File: config.mk
export PLATFORM = sky130hd
export DESIGN_NAME = aclk_tick_gen_flat
export DESIGN_NICKNAME = d
export VERILOG_FILES = /design/src/rtl/aclk_tick_gen_if.sv /design/src/rtl/aclk_tick_gen.sv /design/src/flat_wrapper.sv
export SDC_FILE = /design/constraint.sdc
export NUM_CORES = 1
export LEC_CHECK = 0
export CAP_MARGIN = 20
export CORE_MARGIN = 2
export CORE_UTILIZATION = 55
export CTS_CLUSTER_SIZE = 10
export DETAILED_ROUTE_END_ITERATION = 16
export GPL_TIMING_DRIVEN = 0
export PLACE_DENSITY_LB_ADDON = 0.05
export SLEW_MARGIN = 20
export SYNTH_ARGS = -nofsm -noshare
export SYNTH_HDL_FRONTEND = slang
export SYNTH_SLANG_ARGS = --single-unit
File: constraint.sdc
create_clock -name clk -period 5.2 [get_ports clk]
set_input_delay 0.78 -clock clk [delete_from_list [all_inputs] [get_ports clk]]
set_output_delay 0.78 -clock clk [all_outputs]
set_load 0.005 [all_outputs]
File: src/rtl/aclk_tick_gen_if.sv
// Control and strobe bundle between the alarm-clock time base and its consumers.
// The master side drives the controls; the slave side (the tick generator) returns strobes and counts.
interface aclk_tick_gen_if #(
    parameter int SEC_PER_MIN = 60,
    parameter int MIN_PER_HR  = 60
);
    localparam int SW = $clog2(SEC_PER_MIN);
    localparam int MW = $clog2(MIN_PER_HR);

    logic          reset_count;
    logic          count_en;
    logic          fast_watch;
    logic          one_second;
    logic          one_minute;
    logic          one_hour;
    logic [SW-1:0] sec_count;
    logic [MW-1:0] min_count;

    modport master (
        output reset_count, count_en, fast_watch,
        input  one_second, one_minute, one_hour, sec_count, min_count
    );

    modport slave (
        input  reset_count, count_en, fast_watch,
        output one_second, one_minute, one_hour, sec_count, min_count
    );
endinterface

File: src/rtl/aclk_tick_gen.sv
// Alarm-clock time base: registered one_second/one_minute/one_hour strobes plus second/minute counts.
// Define ACLK_TICK_GEN_HOUR_EN to generate the hour strobe; otherwise one_hour is tied low.
module aclk_tick_gen #(
    parameter int CLK_PER_SEC      = 256,
    parameter int SEC_PER_MIN      = 60,
    parameter int MIN_PER_HR       = 60,
    parameter int FAST_CLK_PER_MIN = 256
) (
    input  logic clk,
    input  logic reset,
    aclk_tick_gen_if.slave bus
);
    localparam int PMAX = (CLK_PER_SEC > FAST_CLK_PER_MIN) ? CLK_PER_SEC : FAST_CLK_PER_MIN;
    localparam int PW   = $clog2(PMAX);
    localparam int SW   = $clog2(SEC_PER_MIN);
    localparam int MW   = $clog2(MIN_PER_HR);

    localparam logic [PW-1:0] PRE_SEC_LAST  = PW'(CLK_PER_SEC - 1);
    localparam logic [PW-1:0] PRE_FAST_LAST = PW'(FAST_CLK_PER_MIN - 1);
    localparam logic [SW-1:0] SEC_LAST      = SW'(SEC_PER_MIN - 1);
    localparam logic [MW-1:0] MIN_LAST      = MW'(MIN_PER_HR - 1);

    logic [PW-1:0] pre_q, pre_d;
    logic [SW-1:0] sec_q, sec_d;
    logic [MW-1:0] min_q, min_d;
    logic          fast_q, fast_d;
    logic          sec_stb_q, sec_stb_d;
    logic          min_stb_q, min_stb_d;
    logic          min_tick;
`ifdef ACLK_TICK_GEN_HOUR_EN
    logic          hr_stb_q, hr_stb_d;
`endif

    always_comb begin
        pre_d     = pre_q;
        sec_d     = sec_q;
        min_d     = min_q;
        fast_d    = fast_q;
        sec_stb_d = 1'b0;
        min_stb_d = 1'b0;
        min_tick  = 1'b0;
`ifdef ACLK_TICK_GEN_HOUR_EN
        hr_stb_d  = 1'b0;
`endif
        if (bus.reset_count) begin
            pre_d  = '0;
            sec_d  = '0;
            min_d  = '0;
            fast_d = bus.fast_watch;
        end else if (bus.fast_watch != fast_q) begin
            // Rate switch restarts the current second/minute but keeps the minute count.
            pre_d  = '0;
            sec_d  = '0;
            fast_d = bus.fast_watch;
        end else if (bus.count_en) begin
            if (!fast_q) begin
                if (pre_q == PRE_SEC_LAST) begin
                    pre_d     = '0;
                    sec_stb_d = 1'b1;
                    if (sec_q == SEC_LAST) begin
                        sec_d    = '0;
                        min_tick = 1'b1;
                    end else begin
                        sec_d = sec_q + 1'b1;
                    end
                end else begin
                    pre_d = pre_q + 1'b1;
                end
            end else begin
                // Fast mode: the prescaler counts straight to minutes, seconds stay parked at 0.
                if (pre_q == PRE_FAST_LAST) begin
                    pre_d    = '0;
                    min_tick = 1'b1;
                end else begin
                    pre_d = pre_q + 1'b1;
                end
            end

            if (min_tick) begin
                min_stb_d = 1'b1;
                if (min_q == MIN_LAST) begin
                    min_d = '0;
`ifdef ACLK_TICK_GEN_HOUR_EN
                    hr_stb_d = 1'b1;
`endif
                end else begin
                    min_d = min_q + 1'b1;
                end
            end
        end
    end

    always_ff @(posedge clk or posedge reset) begin
        if (reset) begin
            pre_q     <= '0;
            sec_q     <= '0;
            min_q     <= '0;
            fast_q    <= 1'b0;
            sec_stb_q <= 1'b0;
            min_stb_q <= 1'b0;
        end else begin
            pre_q     <= pre_d;
            sec_q     <= sec_d;
            min_q     <= min_d;
            fast_q    <= fast_d;
            sec_stb_q <= sec_stb_d;
            min_stb_q <= min_stb_d;
        end
    end

`ifdef ACLK_TICK_GEN_HOUR_EN
    always_ff @(posedge clk or posedge reset) begin
        if (reset) hr_stb_q <= 1'b0;
        else       hr_stb_q <= hr_stb_d;
    end
    assign bus.one_hour = hr_stb_q;
`else
    assign bus.one_hour = 1'b0;
`endif

    assign bus.one_second = sec_stb_q;
    assign bus.one_minute = min_stb_q;
    assign bus.sec_count  = sec_q;
    assign bus.min_count  = min_q;
endmodule

File: src/flat_wrapper.sv
// flat-port wrapper written by rule: the top's interface ports become plain ports
module aclk_tick_gen_flat 
#(
    parameter int CLK_PER_SEC      = 256,
    parameter int SEC_PER_MIN      = 60,
    parameter int MIN_PER_HR       = 60,
    parameter int FAST_CLK_PER_MIN = 256
)
  (clk, reset, bus_reset_count, bus_count_en, bus_fast_watch, bus_one_second, bus_one_minute, bus_one_hour, bus_sec_count, bus_min_count);
  aclk_tick_gen_if #(.SEC_PER_MIN(SEC_PER_MIN), .MIN_PER_HR(MIN_PER_HR)) bus_i ();
  input  logic clk;
  input  logic reset;
  input wire logic [$bits(bus_i.reset_count)-1:0] bus_reset_count;
  input wire logic [$bits(bus_i.count_en)-1:0] bus_count_en;
  input wire logic [$bits(bus_i.fast_watch)-1:0] bus_fast_watch;
  output wire logic [$bits(bus_i.one_second)-1:0] bus_one_second;
  output wire logic [$bits(bus_i.one_minute)-1:0] bus_one_minute;
  output wire logic [$bits(bus_i.one_hour)-1:0] bus_one_hour;
  output wire logic [$bits(bus_i.sec_count)-1:0] bus_sec_count;
  output wire logic [$bits(bus_i.min_count)-1:0] bus_min_count;
  assign bus_i.reset_count = bus_reset_count;
  assign bus_i.count_en = bus_count_en;
  assign bus_i.fast_watch = bus_fast_watch;
  assign bus_one_second = bus_i.one_second;
  assign bus_one_minute = bus_i.one_minute;
  assign bus_one_hour = bus_i.one_hour;
  assign bus_sec_count = bus_i.sec_count;
  assign bus_min_count = bus_i.min_count;
  aclk_tick_gen #(.CLK_PER_SEC(CLK_PER_SEC), .SEC_PER_MIN(SEC_PER_MIN), .MIN_PER_HR(MIN_PER_HR), .FAST_CLK_PER_MIN(FAST_CLK_PER_MIN)) u_core (.clk(clk), .reset(reset), .bus(bus_i));
endmodule
Word level (Yosys, flattened, before mapping)
Index checks and enable logic that the tools add are counted.
{ "word_totals": {"regBits": 23, "inputBits": 5, "out_inout_bits": 15} }
{ "op_classes": {"addsub": 3, "n_eq_ne": 6, "mux": 32, "reduce_logical": 7} }
{ "ops": {"columns": ["cell", "count"], "rows": [
  ["$mux W6", 11],
  ["$mux W8", 4],
  ["$mux W1", 17],
  ["$add A6 B1 Y6 const B", 2],
  ["$eq A6 B6 Y1 const B", 2],
  ["$add A8 B1 Y8 const B", 1],
  ["$eq A8 B8 Y1 const B", 1],
  ["$reduce_and A3 Y1", 2],
  ["$reduce_bool A2 Y1", 3],
  ["$reduce_bool A3 Y1", 2],
  ["$ne A3 B3 Y1 const B", 1],
  ["$ne A2 B2 Y1 const B", 1],
  ["$ne A1 B1 Y1", 1]
]} }

Longest topological paths before layout
Gate-level depths: netlist of the first run.
{ "logic_depth": {"ltp_word": 11, "mapped_depth": 6} }

Worst setup path before layout of the first run
OpenSTA, ideal clock, no wires.
{ "synth_path": {"kind": "input -> register", "startpoint": "input bus_count_en", "endpoint": "register u_core.sec_q[4] (netlist: u_core.bus.sec_count[4])", "arrival_ns": 1.921, "required_ns": 5.120, "slack_ns": 3.199, "stages": 6, "n_path_buf": 2, "path_cell_list": "buf_4 and4_1 buf_4 a311oi_2 or4_1 o211ai_2"} }
{ "synth_via": {"elab_chain_len": 2} }
{ "synth_rtl": {"columns": ["element", "line_no", "rtl"], "rows": [
  ["from (decl)", "flat_wrapper.sv:14", "input wire logic [$bits(bus_i.count_en)-1:0] bus_count_en;"],
  ["$reduce_bool A3 Y1 (no source line)", null, null],
  ["$reduce_and A3 Y1 (no source line)", null, null],
  ["to (signal assigned)", "aclk_tick_gen.sv:96", "sec_q <= '0;"],
  ["to (signal assigned)", "aclk_tick_gen.sv:103", "sec_q <= sec_d;"],
  ["to (decl)", "aclk_tick_gen.sv:24", "logic [SW-1:0] sec_q, sec_d;"]
]} }
No other way between the ends.
A chain may end at the register's enable or synchronous reset.

Final worst setup path of the first run
{ "layout_path": {"startpoint": "input bus_fast_watch", "endpoint": "register u_core.sec_q[4] (netlist: u_core.bus.sec_count[4])"} }
{ "layout_via": {"elab_chain_len": 3, "elab_cells_between_ends": 7, "classes_between": "2 x eq/ne; 2 x mux; 3 x reduce/logical"} }
{ "layout_rtl": {"columns": ["element", "line_no", "rtl"], "rows": [
  ["from (decl)", "flat_wrapper.sv:15", "input wire logic [$bits(bus_i.fast_watch)-1:0] bus_fast_watch;"],
  ["$ne A1 B1 Y1 (*)", "aclk_tick_gen.sv:50", "end else if (bus.fast_watch != fast_q) begin"],
  ["$ne A3 B3 Y1 (no source line) (tied with other cells)", null, null],
  ["$reduce_and A3 Y1 (no source line) / $mux W6 (equally long branches)", null, null]
]} }
Mark *: on every way between the ends. The rest lies on a longest branch, timed or not.

==> results of run 1 <==
==> sequential cells by signal (all words and copies together) (netlist names) <==
| register | count |
|---|---|
| u_core.bus.min_count | 6 |
| u_core.bus.one_minute | 1 |
| u_core.bus.one_second | 1 |
| u_core.bus.sec_count | 6 |
| u_core.fast_q | 1 |
| u_core.pre_q | 8 |
==> synthesized netlist by cell type, types with 2 or more instances <==
master | instances | area [um2]
and3_1 | 5 | 31.28
buf_4 | 3 | 22.52
mux2i_1 | 2 | 20.02
ha_1 | 3 | 37.54
or4_1 | 3 | 22.52
a21oi_1 | 8 | 40.04
o211ai_1 | 2 | 15.01
nand3_1 | 8 | 40.04
and2_1 | 2 | 12.51
nor3_1 | 3 | 15.01
xor2_1 | 2 | 17.52
a22o_1 | 3 | 26.28
o211ai_2 | 2 | 25.02
or3_1 | 4 | 25.02
inv_1 | 3 | 11.26
dfrtp_1 | 23 | 575.6
nand2_1 | 15 | 56.30
o21ai_0 | 7 | 35.03
nor2_1 | 6 | 22.52
and4_1 | 3 | 26.28
==> power groups by stage <==
stage | Clock (mW) | Combinational [mW] | Sequential (mW)
floorplan | 0 | 0.0169 | 0.185
global placement | 0 | 0.0238 | 0.185
detailed placement | 0 | 0.0245 | 0.185
CTS | 0.0850 | 0.0245 | 0.182
global route | 0.0939 | 0.0273 | 0.182
finish | 0.0821 | 0.0240 | 0.182
==> worst min path at each step <==
stage | to | slack [ns] | cells after the start
final | u_core.bus.min_count[5] | 0.54 | 1
after floorplan | u_core.bus.min_count[5] | 0.51 | 1
after CTS | u_core.bus.min_count[5] | 0.54 | 1
after global placement | u_core.bus.min_count[5] | 0.51 | 1
after detailed placement | u_core.bus.min_count[5] | 0.53 | 1
after global routing | u_core.bus.sec_count[0] | 0.57 | 1
==> layout make-up <==
type	instances	area [um2]
clock inverter	1	5.005
fill	184	696.9
clock buffer	3	22.52
inverter	3	11.26
sequential	23	575.6
buffer	7	51.30
timing repair buffer	17	170.2
tap	28	35.03
multi-input combinational	102	665.6
==> metal layers <==
layer	vias to the layer above	global-route usage [%]	part of all wire, %
li1	549	-	-
met1	516	29.69	48
met2	28	32.92	47
met3	2	6.000	4.5
met4	0	4.701	0.55
met5	-	0	0
==> worst max-delay path: cells and delay by family <==
kind	cells	cell delay (ns)
XOR/XNOR	1	0.24
buffers and inverters	2	0.65
AO/OA/AOI/OAI	1	0.08
AND/OR/NAND/NOR	2	0.77
==> cells by family (layout without fill, tap and decap cells) <==
kind of cell    after synthesis  after routing  share of synthesized area (%)
xor+xnor                      3              3                          2.016
mux                           2              2                          1.536
fa+ha+maj                     3              3                          2.879
buf+inv                      10             31                          4.798
compound gates               34             34                          19.19
simple gates                 59             59                          25.15
flops                        23             23                          44.15
other cells                   1              1                         0.2876
==> per-stage QoR <==
step / instances / cell area, um2 / setup slack (ns) / power (mW)
CTS: 184 / 1536 / 2.917 / 0.2910
global placement: 180 / 1509 / 2.632 / 0.2086
detailed placement: 180 / 1509 / 2.590 / 0.2094
global route: 184 / 1536 / 2.856 / 0.3031
finish: 184 / 1536 / 2.918 / 0.2877
floorplan: 135 / 1304 / 3.199 / 0.2014
==> flow_summary.yaml, run 1 <==
logic_synthesis:
  yosysWarnings: 0
  ys_types: 48
  synth-edff-count: 0
  ys_seq_area_share_pct: 44.15
  async_flop_share_pct: 100.0
  post_synth_inst_count: 135
  synth_nets: 143
  syn_avg_cell_area_um2: 9.657
  syn_area_um2: 1304
  ys_dominant_reg_cell: "dfrtp_1"
  ys_ff_latch: 23
floorplanning:
  fp.coreArea_um2: 2233
  die_x_um: 52.69
  dieArea_um2: 2776
  rows: 17
  initial_utilization_pct: 58.38
  die_h_um: 52.69
  io_pins: 20
grt:
  grt-ovfl-total: 0
  grt_first_pass_wirelength_um: 4436
  antenna_found_initial: 0
  grt_use_total_pct: 21.33
  grt_max_degree: 24
  grt_pass1_vias: 1028
clock_tree:
  cts_root_buf: "clkbuf_4"
  post-cts-setup-buffers: 0
  clk_path_buf_depth: 2
  clock_latency_ns: 0.31
  clock-sinks: 23
  cts_resized: 0
  htreeDepth: 1
  numCtsBuffers: 3
  clk_transition_reported_paths_ns: 0.13
  hold_buffers: 0
  cts_tree: "built"
critical_path:
  worstSetupStartpoint: "bus_fast_watch"
  crit_path_end_kind: "flop"
  cp_slowest_cell: "or4_1"
  worstPathMaxFanout: 10
  reg2regPathDepth: 6
  max_stage_delay_ns: 0.53
  reg2reg_setup_slack_ns: 3.18
  crit_required_ns: 5.44
  criticalPathCategory: "input port to flop"
  r2r_end: "u_core.bus.sec_count[4]"
  start_kind: "input port"
  worstReg2RegStart: "u_core.pre_q[0]"
  cp-endpoint: "u_core.bus.sec_count[4]"
  crit_chain: "clkdlybuf4s50_1 -> xor2_1 -> or2_0 -> buf_6 -> or4_1 -> o211ai_2"
  arrival_ns: 2.52
timing:
  timing.hold.ws_ns: 0.5378
  worst_pin_slew_ns: 0.8429
  clock.fmax_mhz: 438.3
  fin_crit_sh_pct: 43.88
  drv_slew: 0
  grt_setup_unrepaired: "no"
  maxSlewHeadroom_pct: 43.75
  setup_tns_ns: 0
  finalSetupViolCount: 0
  post-route-min-period_ns: 2.282
  fin_skew_ns: 0.008047
  hold_viol: 0
layout:
  drive_gt1_share_pct: 8.333
  num_antenna_cells: 0
  final_common_cell: "dfrtp_1"
  area_growth_pct: 17.85
  final_cell_mix: "23 x dfrtp_1, 17 x clkdlybuf4s50_1, 15 x nand2_1, 8 x a21oi_1, 8 x nand3_1"
  final_util_pct: 68.80
  nets: 165
power_and_ir_drop:
  combPwrFrac_pct: 8.4
  leakage_nw: 0.6799
  internal-power_mw: 0.2174
  p_sw_share_pct: 24.42
  power_per_cell_area_nw_per_um2: 187.2
  p_sw_mw: 0.07026
  peakVddDrop_uv: 170.5
  p_seq_share_pct: 63.1
  clockPowerShare_pct: 28.5
min_path:
  min_from: "u_core.bus.min_count[5]"
  hold_class: "flop to flop"
run:
  maxCapViolations: 0
route:
  vias_per_cell: 5.951
  wl_per_cell_um: 13.90
  detail-route-antenna-nets: 0
  wl_um: 2558
  drt_iter0_markers: 35
  drc_errors: 0
  dr.pass1.iters: 4
  num_vias: 1095
run_status:
  status: "completed"
placement:
  portBuffers: 17
  dp.final_hpwl_um: 1899
  place.gp.congestion: 0.8154
(Power assumes the default switching activity.)
==> run 2: changes to the inputs <==
Settings changed: CORE_UTILIZATION 55 to 53.
Clock period 5.2 ns to 2.3 ns, I/O delays scaled along.
==> run 2 against run 1 <==
Compared with the run above:
- clock-buffer cell count up 1
- final cell count unchanged
- design area hardly changed
- combinational power is 130% higher
- critical path type is now flop to flop
- largest power group unchanged
==> flow_summary.yaml, run 2 (synthesis gave the netlist of run 1 again) <==
run_status:
  status: "completed"
timing:
  maxSlewHeadroom_pct: 41.09
  clock.fmax_mhz: 498.1
  fin_crit_sh_pct: 87.29
  fin_ws_ns: 0.2924
  hold_viol: 0
  setup_tns_ns: 0
  grt_setup_unrepaired: "no"
  fin_skew_ns: 0.001483
  finalSetupViolCount: 0
  post-route-min-period_ns: 2.008
  timing.hold.ws_ns: 0.3242
  worst_pin_slew_ns: 0.8826
  drv_slew: 0
route:
  dr.pass1.iters: 4
  detail-route-antenna-nets: 0
  wl_um: 2583
  drt_iter0_markers: 26
  wl_per_cell_um: 14.04
  drc_errors: 0
  vias_per_cell: 5.924
  num_vias: 1090
floorplanning:
  dieArea_um2: 2872
  die_h_um: 53.60
  fp.coreArea_um2: 2276
  initial_utilization_pct: 57.28
  die_x_um: 53.60
  io_pins: 20
  rows: 17
power_and_ir_drop:
  power_mw: 0.6513
  peakVddDrop_uv: 264.7
  power_per_cell_area_nw_per_um2: 424.2
  leakage_nw: 0.6772
placement:
  pre_cts_ws_ns: 0.1288
  place.gp.congestion: 0.8307
  dpl_cell_area_um2: 1509
  dp.final_hpwl_um: 1868
  portBuffers: 17
  placedCellCount: 180
layout:
  stdcell_area_um2: 1535
  top_register: "u_core.pre_q"
  seq_area_um2: 575.6
  fillCellCount: 187
  final_util_pct: 67.45
  final_common_cell: "dfrtp_1"
  drive_gt1_share_pct: 7.692
  largest_reg_flops: 8
  area_growth_pct: 17.75
  nets: 165
  final_cell_mix: "23 x dfrtp_1, 17 x clkdlybuf4s50_1, 15 x nand2_1, 8 x a21oi_1, 8 x nand3_1"
  multi_input_area_um2: 665.6
  final_cells: 184
  num_antenna_cells: 0
grt:
  grt_first_pass_wirelength_um: 4422
  grt_use_total_pct: 21.00
  grt_max_degree: 24
  grt-ovfl-total: 0
  antenna_found_initial: 0
  grt_pass1_vias: 1007
clock_tree:
  cts_tree: "built"
  clk_transition_reported_paths_ns: 0.13
  post-cts-setup-buffers: 0
  numCtsBuffers: 3
  htreeDepth: 1
  cts_root_buf: "clkbuf_4"
  cts_resized: 0
  clock_latency_ns: 0.30
  hold_buffers: 0
  clk_path_buf_depth: 2
  clock-sinks: 23
critical_path:
  criticalPathCategory: "flop to flop"
  worstPathMaxFanout: 7
  crit_required_ns: 2.50
  r2r_end: "u_core.bus.sec_count[4]"
  reg2reg_setup_slack_ns: 0.29
  reg2regPathDepth: 6
  arrival_ns: 2.20
  start_kind: "flop"
  crit_path_end_kind: "flop"
  worstSetupStartpoint: "u_core.pre_q[0]"
  worstReg2RegStart: "u_core.pre_q[0]"
min_path:
  holdPathStages: 3
  hold_class: "input port to flop"
  min_from: "bus_count_en"
  whs_endpoint: "u_core.pre_q[0]"
run:
  maxCapViolations: 0
## run 2: cell types whose count changed in the layout (fill, tap and decap cells not counted)
cell,delta
clkinv_2,-1
clkbuf_1,+1
## run 2: cell type report
| class | instances | share of cell area [%] |
|---|---|---|
| Multi-Input combinational cell | 102 | 43.36 |
| Sequential cell | 23 | 37.49 |
| Timing Repair Buffer | 17 | 11.08 |
| Buffer | 7 | 3.341 |
| Tap cell | 28 | 2.282 |
| Clock buffer | 4 | 1.711 |
| Inverter | 3 | 0.7335 |
## run 2: critical path: stages (launching register included)
cell      delay [ns]
dfrtp_1         0.46
ha_1            0.30
and4_1          0.21
buf_4           0.15
a311oi_2        0.49
or4_1           0.21
o211ai_2        0.07
## run 2: how the worst max path moves through the flow
stage,end,slack [ns],cells past startpoint
floorplan,u_core.bus.sec_count[4],0.56,6
global placement,u_core.bus.sec_count[5],0.15,6
detailed placement,u_core.bus.sec_count[4],0.13,6
CTS,u_core.bus.sec_count[4],0.31,6
global route,u_core.bus.sec_count[5],0.19,6
finish,u_core.bus.sec_count[4],0.29,6
## run 2: metal layers
layer / up-vias / global-route usage (%) / wire length [um]
li1: 551 / - / -
met1: 513 / 28.67 / 1296
met2: 24 / 33.95 / 1178
met3: 2 / 3.056 / 90
met4: 0 / 7.692 / 17
met5: - / 0 / 0
## run 2: report_power, final
group	leakage [nW]	internal [mW]	switching, mW
logic	0.344	0.0198	0.0346
registers	0.319	0.407	0.00358
clock network	0.0150	0.0675	0.119
==> run 3: changes to the inputs <==
Settings changed: ABC_AREA set to 1, CAP_MARGIN 20 to unset, CORE_UTILIZATION 53 to 45.
==> run 3 against run 2 <==
Compared with the run above:
- synthesized area grew 10%
- final cell count rose by 40%
- global-route usage fell by 3.4 points
- utilization down 12 points
- critical endpoint is now bus_min_count[2]
- clock-buffer cell count down 1
- routed wire length is 5.9% higher
- first-iteration DRC count rose by 31%
- maximum frequency is 19% higher
- critical path depth is 5 lower
==> flow_summary.yaml, run 3 <==
critical_path:
  r2r_end: "u_core.bus.min_count[5]"
  crit_required_ns: 1.96
  cp_slowest_cell: "clkdlybuf4s50_1"
  max_stage_delay_ns: 0.55
  cp_num_buf_inv: 1
  reg2reg_setup_slack_ns: 0.86
  worstPathMaxFanout: 7
  criticalPathCategory: "flop to output port"
  crit_chain: "clkdlybuf4s50_1"
  arrival_ns: 1.35
  start_kind: "flop"
  worstReg2RegStart: "u_core.bus.sec_count[0]"
  reg2regPathDepth: 9
  critPathTopFamily: "buffers and inverters"
  crit_path_end_kind: "output port"
clock_tree:
  clk_path_buf_depth: 2
  clock_latency_ns: 0.31
  cts_resized: 0
  numCtsBuffers: 3
  htreeDepth: 1
  cts_tree: "built"
  clk_transition_reported_paths_ns: 0.13
  clock-sinks: 23
  hold_buffers: 0
  post-cts-setup-buffers: 0
  cts_root_buf: "clkbuf_4"
logic_synthesis:
  post_synth_inst_count: 191
  ys_types: 27
  async_flop_share_pct: 100.0
  yosysWarnings: 0
  ys_seq_area_share_pct: 40.03
  yosysMostFrequentCell: "nand2_1"
  syn_avg_cell_area_um2: 7.527
  ys_dominant_reg_cell: "dfrtp_1"
  synthMuxAreaShare_pct: 0
  synth_compound_area_share_pct: 4.526
  synth-xor-area-share_pct: 1.828
  synth_top_area_share_pct: 40.03
  ys_ff_latch: 23
  synth_top_family_by_area: "simple AND/OR/NAND/NOR gates"
  synth_area_leaders: "dfrtp_1 40%, nand2_1 14%, nand3_1 5.9%"
  synth_nets: 199
  synth-edff-count: 0
  ys_top_cells_by_count: "55 x nand2_1, 23 x dfrtp_1, 17 x inv_1, 17 x nand3_1, 16 x nor2_1"
  synthSimpleGateAreaFrac_pct: 43.43
  synthAdderAreaFrac_pct: 2.611
  syn_area_um2: 1438
  yosys.area.top_type: "dfrtp_1"
floorplanning:
  die_h_um: 60.52
  rows: 20
  dieArea_um2: 3663
  initial_utilization_pct: 47.09
  io_pins: 20
  die_x_um: 60.52
  fp.coreArea_um2: 3053
layout:
  num_antenna_cells: 0
  area_growth_pct: 18.28
  nets: 222
  drive_gt1_share_pct: 14.55
  top_register: "u_core.pre_q"
  final_cell_mix: "55 x nand2_1, 23 x dfrtp_1, 18 x clkdlybuf4s50_1, 17 x inv_1, 17 x nand3_1"
  final_common_cell: "nand2_1"
  final_cells: 257
  final_util_pct: 55.70
  largest_reg_flops: 8
timing:
  drv_slew: 0
  fin_crit_sh_pct: 73.58
  setup_tns_ns: 0
  timing.hold.ws_ns: 0.4887
  worst_pin_slew_ns: 0.8427
  clock.fmax_mhz: 590.9
  maxSlewHeadroom_pct: 43.76
  post-route-min-period_ns: 1.692
  fin_skew_ns: 0.003546
  grt_setup_unrepaired: "no"
  hold_viol: 0
  finalSetupViolCount: 0
grt:
  antenna_found_initial: 0
  grt-ovfl-total: 0
  grt_pass1_vias: 1227
  grt_use_total_pct: 17.56
  grt_first_pass_wirelength_um: 4940
  grt_max_degree: 24
min_path:
  hold_class: "input port to asynchronous set/reset pin"
placement:
  dp.final_hpwl_um: 2128
  portBuffers: 18
  place.gp.congestion: 0.8231
  placedCellCount: 253
route:
  num_vias: 1263
  vias_per_cell: 4.914
  wl_um: 2736
  drc_errors: 0
  wl_per_cell_um: 10.65
  dr.pass1.iters: 4
  drt_iter0_markers: 34
  detail-route-antenna-nets: 0
power_and_ir_drop:
  power_mw: 0.6758
  peakVddDrop_uv: 208.3
  leakage_nw: 0.8375
  power_per_cell_area_nw_per_um2: 397.4
run_status:
  status: "completed"
run:
  maxCapViolations: 0
-- run 3: cell count changes in the layout (fill, tap and decap cells not counted), sizes merged, moves of 5 or more --
cell   before  now
inv         3   24
nand4       1   10
nand2      16   64
and3        5    0
nor2        6   24
nand3       8   18
-- run 3: per-layer routing --
metal / routed length [um] / GRT usage [%] / part of all wire [%] / up-vias
met5: 0 / 0 / 0 / -
met4: 29 / 6.522 / 1.1 / 0
met3: 67 / 2.132 / 2.4 / 4
met2: 1267 / 28.73 / 46 / 14
met1: 1372 / 24.03 / 50 / 589
li1: - / - / - / 656
-- run 3: kinds of logic (layout without fill, tap and decap cells) --
logic type                 after synthesis  count (layout)
xor gates and xnor gates                 3               3
other                                    1               1
and+or+nand+nor                        122             122
AOI/OAI and AO/OA                       12              12
adders and majority gates                3               3
DFF                                     23              23
buffers and inverters                   27              49
-- run 3: power by group --
group	total [mW]	switching [mW]	internal, mW
Clock	0.191	0.126	0.0651
Sequential	0.414	0.00499	0.409
Combinational	0.0709	0.0465	0.0245
Total	0.676	0.178	0.498
-- run 3: through the flow --
| step | cell area, um2 | worst slack [ns] |
|---|---|---|
| 2_1_floorplan | 1438 | 1.010 |
| 3_3_place_gp | 1673 | 0.5322 |
| 3_5_place_dp | 1673 | 0.5059 |
| 4_1_cts | 1700 | 0.5799 |
| 5_1_grt | 1700 | 0.5431 |
| 6_report | 1700 | 0.6076 |
-- run 3: cell type report --
| class | count | area (um2) |
|---|---|---|
| Buffer | 3 | 15.01 |
| Clock inverter | 1 | 5.005 |
| Clock buffer | 3 | 22.52 |
| Fill cell | 302 | 1353 |
| Sequential cell | 23 | 575.6 |
| Multi-Input combinational cell | 141 | 757.0 |
| Tap cell | 44 | 55.05 |
| Timing Repair Buffer | 18 | 180.2 |
| Inverter | 24 | 90.09 |
-- run 3: how the worst max path moves through the flow --
stage,from,to,slack [ns],depth (start not counted)
floorplan,u_core.bus.sec_count[0],u_core.bus.min_count[5],1.01,9
global placement,bus_count_en,u_core.pre_q[6],0.53,8
detailed placement,bus_count_en,u_core.pre_q[6],0.51,8
CTS,u_core.bus.min_count[2],bus_min_count[2],0.58,1
global route,u_core.bus.min_count[2],bus_min_count[2],0.54,1
finish,u_core.bus.min_count[2],bus_min_count[2],0.61,1
-- run 3: worst reg2reg max path: stages, from the launching register on --
cell and delay (ns):
dfrtp_1 0.46, ha_1 0.26, nand2_1 0.08, nor2_1 0.04, nand2_1 0.10, nand2_2 0.13, nand2_4 0.13, nand2_2 0.05
nand2_1 0.06, nand2_1 0.04
==> patch 1, RTL diff (flow settings as in run 3) <==
`CLK_PER_SEC` is set to 256 in 2 places; all go to 1024.
--- a/src/rtl/aclk_tick_gen.sv
+++ b/src/rtl/aclk_tick_gen.sv
@@ -1,7 +1,7 @@
 // Alarm-clock time base: registered one_second/one_minute/one_hour strobes plus second/minute counts.
 // Define ACLK_TICK_GEN_HOUR_EN to generate the hour strobe; otherwise one_hour is tied low.
 module aclk_tick_gen #(
-    parameter int CLK_PER_SEC      = 256,
+    parameter int CLK_PER_SEC      = 1024,
     parameter int SEC_PER_MIN      = 60,
     parameter int MIN_PER_HR       = 60,
     parameter int FAST_CLK_PER_MIN = 256
--- a/src/flat_wrapper.sv
+++ b/src/flat_wrapper.sv
@@ -1,7 +1,7 @@
 // flat-port wrapper written by rule: the top's interface ports become plain ports
 module aclk_tick_gen_flat 
 #(
-    parameter int CLK_PER_SEC      = 256,
+    parameter int CLK_PER_SEC      = 1024,
     parameter int SEC_PER_MIN      = 60,
     parameter int MIN_PER_HR       = 60,
     parameter int FAST_CLK_PER_MIN = 256
Behaviour: no difference found for any inputs over 10 cycles, from zero or initial values and one cycle with reset high; that may be too few to reach the edited logic, so the function may still have changed.
==> patch 1 against run 3 <==
Combinational power decreased by 22%; design area increased by 2.0%; register-to-register slack got worse by 0.27 ns; power increased by 5.9%; sequential cell count increased by 2; synthesized area increased by 2.2%; via count increased by 4.2%; wire length increased by 16%; setup slack got worse by 0.020 ns; critical path type is now register to register.
==> patch 1: results <==
export IMPL_synth_distinct_cells=30
export IMPL_drive_gt1_share_pct=9.66
export IMPL_cts_buffers=3
export IMPL_place_ws_ns=0.324
export IMPL_wl_per_cell_um=12.6
export IMPL_synth_area_top_cells="dfrtp_1 43%, nand2_1 9.7%, nand3_1 7.8%"
export IMPL_grt_max_degree=26
export IMPL_ys_top_cells_by_count="38 x nand2_1, 25 x dfrtp_1, 23 x nand3_1"
export IMPL_dpl_cell_area_um2=1700
export IMPL_fin_worst_skew_ns=0.0205
export IMPL_drtIter0Drc=56
export IMPL_vias_per_cell=5.24
export IMPL_layout_nets=216
export IMPL_synth_seq_area_share_pct=42.6
export IMPL_largest_reg_flops=10
export IMPL_fillCellCount=299
export IMPL_clk_latency_ns=0.34
export IMPL_critPathLaunchType="register"
export IMPL_outcome="complete, no violations"
export IMPL_p_leak_nw=0.832
export IMPL_grt_pass1_wl_um=5410
export IMPL_rr_worst_depth=8
export IMPL_gp_congestion=0.856
export IMPL_grt_usage_pct=19.3
export IMPL_place_hpwl_um=2310
export IMPL_r2r_start="u_core.pre_q[0]"
export IMPL_peakVddDrop_mv=0.399
export IMPL_cp_arrival_ns=1.94
export IMPL_slew_limit_headroom_pct=39.2
[patch 1: cell count changes in the layout (fill, tap and decap cells not counted), moves of 3 or more]
| cell | before | now |
|---|---|---|
| xor2_1 | 2 | 5 |
| nand3_1 | 17 | 23 |
| nor2_1 | 16 | 21 |
| nand2_2 | 7 | 4 |
| nand2_1 | 55 | 38 |
| nor2_4 | 5 | 2 |
| inv_2 | 7 | 1 |
| nand4_1 | 9 | 12 |
[patch 1: worst paths after layout]
| check | slack, ns | endpoint |
|---|---|---|
| worst min register to register | 0.53 | u_core.pre_q[6] |
| worst max-delay path | 0.59 | u_core.bus.min_count[1] |
| worst min-delay path | 0.37 | u_core.bus.min_count[3] |
| worst max register to register | 0.59 | u_core.bus.min_count[1] |
| min in group clk | 0.53 | u_core.pre_q[6] |
| max in group asynchronous | 1.49 | u_core.bus.sec_count[2] |
[patch 1: area by class of cell]
cell class	count	area (um^2)	share of cell area, %
clock inverters	1	7.51	0.433
flip-flops and latches	25	626	36.1
inverters	21	78.8	4.55
repair buffers	18	180	10.4
well taps	44	55.1	3.17
clock buffers	3	22.5	1.30
plain buffers	3	15.0	0.866
multi-input cells	136	749	43.2
[patch 1: per-layer routing]
layer	part of all wire [%]	up-vias	track usage, %
met4	0.60	0	5.28
met5	0	-	0
met2	49	32	32.4
li1	-	657	-
met1	47	625	24.3
met3	3.4	2	5.46
[patch 1: power by group]
group	switching, mW	internal (mW)	total [mW]
combinational	0.0399	0.0158	0.0556
sequential	0.00235	0.442	0.445
clock	0.149	0.0665	0.216
total	0.191	0.525	0.716
[patch 1: worst max-delay path, stage by stage, from the launching register on]
cell and delay (ns):
dfrtp_1 0.42, ha_1 0.19, nand2_1 0.16, nor2_2 0.23, nand3_1 0.15, nand2_2 0.19
nand3_4 0.13, nand3_1 0.09, nand2_1 0.06
[patch 1: logic make-up (layout without fill, tap and decap cells)]
| logic type | Yosys count | in the layout | share of synthesized area, % |
|---|---|---|---|
| other | 1 | 1 | 0.255 |
| adders and majority gates | 3 | 3 | 2.56 |
| buffers and inverters | 24 | 46 | 6.39 |
| and+or+nand+nor | 109 | 109 | 37.5 |
| xor gates and xnor gates | 7 | 7 | 4.17 |
| DFF | 25 | 25 | 42.6 |
| AOI/OAI and AO/OA | 16 | 16 | 6.56 |
[patch 1: stage by stage]
step	utilization [%]	hold slack, ns
final	56.3	0.372
after global routing	56.3	0.427
after CTS	56.3	0.530
after detailed placement	55.4	0.499
after global placement	55.4	0.493
after floorplan	-	0.372
==> patch 2, RTL diff (config.mk and constraints of run 3) <==
Made on the original files. Add a define of `ACLK_TICK_GEN_HOUR_EN`.
--- a/src/rtl/aclk_tick_gen.sv
+++ b/src/rtl/aclk_tick_gen.sv
@@ -1,5 +1,7 @@
 // Alarm-clock time base: registered one_second/one_minute/one_hour strobes plus second/minute counts.
 // Define ACLK_TICK_GEN_HOUR_EN to generate the hour strobe; otherwise one_hour is tied low.
+`define ACLK_TICK_GEN_HOUR_EN
+
 module aclk_tick_gen #(
     parameter int CLK_PER_SEC      = 256,
     parameter int SEC_PER_MIN      = 60,
Function: same outputs for any inputs over 10 cycles, from zero or initial values and one cycle with reset high; that may be too few to reach the edited logic, so the function may still have changed.
==> patch 2 against run 3 <==
The flow now finishes with violations (design-rule violations); hold slack gained 0.016 ns; design area shrank 4.9%; critical path depth is the same; synthesized cell count shrank 12%; clock skew grew 0.0040 ns; clock power grew 17%; wire length shrank 7.3%; synthesized area shrank 6.0%; count of clock-buffer cells in the layout grew 1; sequential power grew 8.0%; setup slack gained 0.038 ns; first-iteration DRC count grew 8.8%; sequential cell count grew 1; power grew 10%.
==> patch 2: results <==
export IMPL_outcome="finished, violations left"
export IMPL_violations="design-rule violations"
export IMPL_fmax_mhz=604
export IMPL_drcViolationCount=1
export IMPL_port_buffers=19
export IMPL_wl_met3_um=108
export IMPL_gp_congestion=0.811
export IMPL_drtPass1Iterations=10
export IMPL_grt_pass1_wl_um=4530
export IMPL_vias=1131
export IMPL_rrSetupSlack_ns=0.72
export IMPL_slew_limit_headroom_pct=39.3
export IMPL_place_hpwl_um=1910
export IMPL_postSynthCellCount=168
export IMPL_cp_arrival_ns=1.31
export IMPL_synth_area_top_cells="dfrtp_1 44%, nand2_1 10%, nand3_1 8.9%"
export IMPL_place_ws_ns=0.437
export IMPL_grt_max_degree=25
export IMPL_wirelength_um=2540
export IMPL_p_leak_nw=0.770
export IMPL_ys_top_cells_by_count="36 x nand2_1, 24 x dfrtp_1, 24 x nand3_1"
export IMPL_rr_worst_depth=8
export IMPL_layout_nets=200
export IMPL_cpPeakStageDelay_ns=0.53
export IMPL_endpoint="bus_min_count[3]"
export IMPL_clk_pin_slew_worst_paths_ns=0.13
export IMPL_grt_usage_pct=16.9
export IMPL_r2r_start="u_core.pre_q[0]"
export IMPL_rr_endpoint="u_core.bus.sec_count[4]"
export IMPL_drtIter0Drc=37
export IMPL_crit_fanout=5
export IMPL_met2_usage_pct=25.4
export IMPL_synth_seq_area_share_pct=44.4
export IMPL_grtUsageMet3_pct=5.27
export IMPL_crit_family="buffers and inverters"
export IMPL_use_met1_pct=23.6
export IMPL_cts_tree="built"
export IMPL_m1WireLength_um=1310
export IMPL_peakVddDrop_mv=0.353
export IMPL_synth_distinct_cells=25
export IMPL_routed_wl_met2_um=1090
export IMPL_fin_cells=222
export IMPL_drive_gt1_share_pct=13.1
export IMPL_fin_worst_skew_ns=0.00759
export IMPL_synth_net_count=176
export IMPL_crit_start="u_core.bus.min_count[3]"
-- patch 2: changes by cell type in the layout (fill, tap and decap cells not counted), sizes merged, moves of 2 or more --
cell and change:
nor2 -5, o21ai +6, o211ai +2, nand3 +7, nand3b -3, nand2 -23
nand4 -9, a21oi +3
-- patch 2: worst min-delay path by stage --
stage | to | slack, ns | from | cells past startpoint
floorplan | u_core.bus.min_count[0] | 0.36 | reset | 1
global placement | u_core.pre_q[1] | 0.51 | u_core.pre_q[1] | 2
detailed placement | u_core.pre_q[1] | 0.53 | u_core.pre_q[1] | 2
CTS | u_core.pre_q[1] | 0.55 | reset | 2
global route | u_core.pre_q[7] | 0.58 | reset | 2
finish | u_core.pre_q[1] | 0.50 | reset | 2
-- patch 2: where the power goes --
group | switching [mW] | internal (mW) | leakage (nW)
Sequential | 0.0137 | 0.433 | 0.332
Clock | 0.127 | 0.0970 | 0.0210
Combinational | 0.0457 | 0.0278 | 0.417
-- patch 2: layout make-up --
cell class	count	area, um^2
Buffer	2	15.0
Clock buffer	4	36.3
Fill cell	264	1190
Inverter	24	90.1
Multi-Input combinational cell	118	646
Sequential cell	24	601
Tap cell	31	38.8
Timing Repair Buffer	19	190
-- patch 2: through the flow --
stage | cell area [um^2] | hold WS [ns]
final | 1620 | 0.505
after global placement | 1580 | 0.514
after detailed placement | 1580 | 0.531
after global routing | 1620 | 0.576
after floorplan | 1350 | 0.360
after CTS | 1620 | 0.547
-- patch 2: logic make-up (layout without fill, tap and decap cells) --
group | count (synthesis) | in the layout | share of synthesized area [%]
simple gates | 88 | 88 | 31.3
buf+inv | 26 | 49 | 7.78
flops | 24 | 24 | 44.4
compound gates | 23 | 23 | 11.1
xor+xnor | 4 | 4 | 2.59
fa+ha+maj | 3 | 3 | 2.78
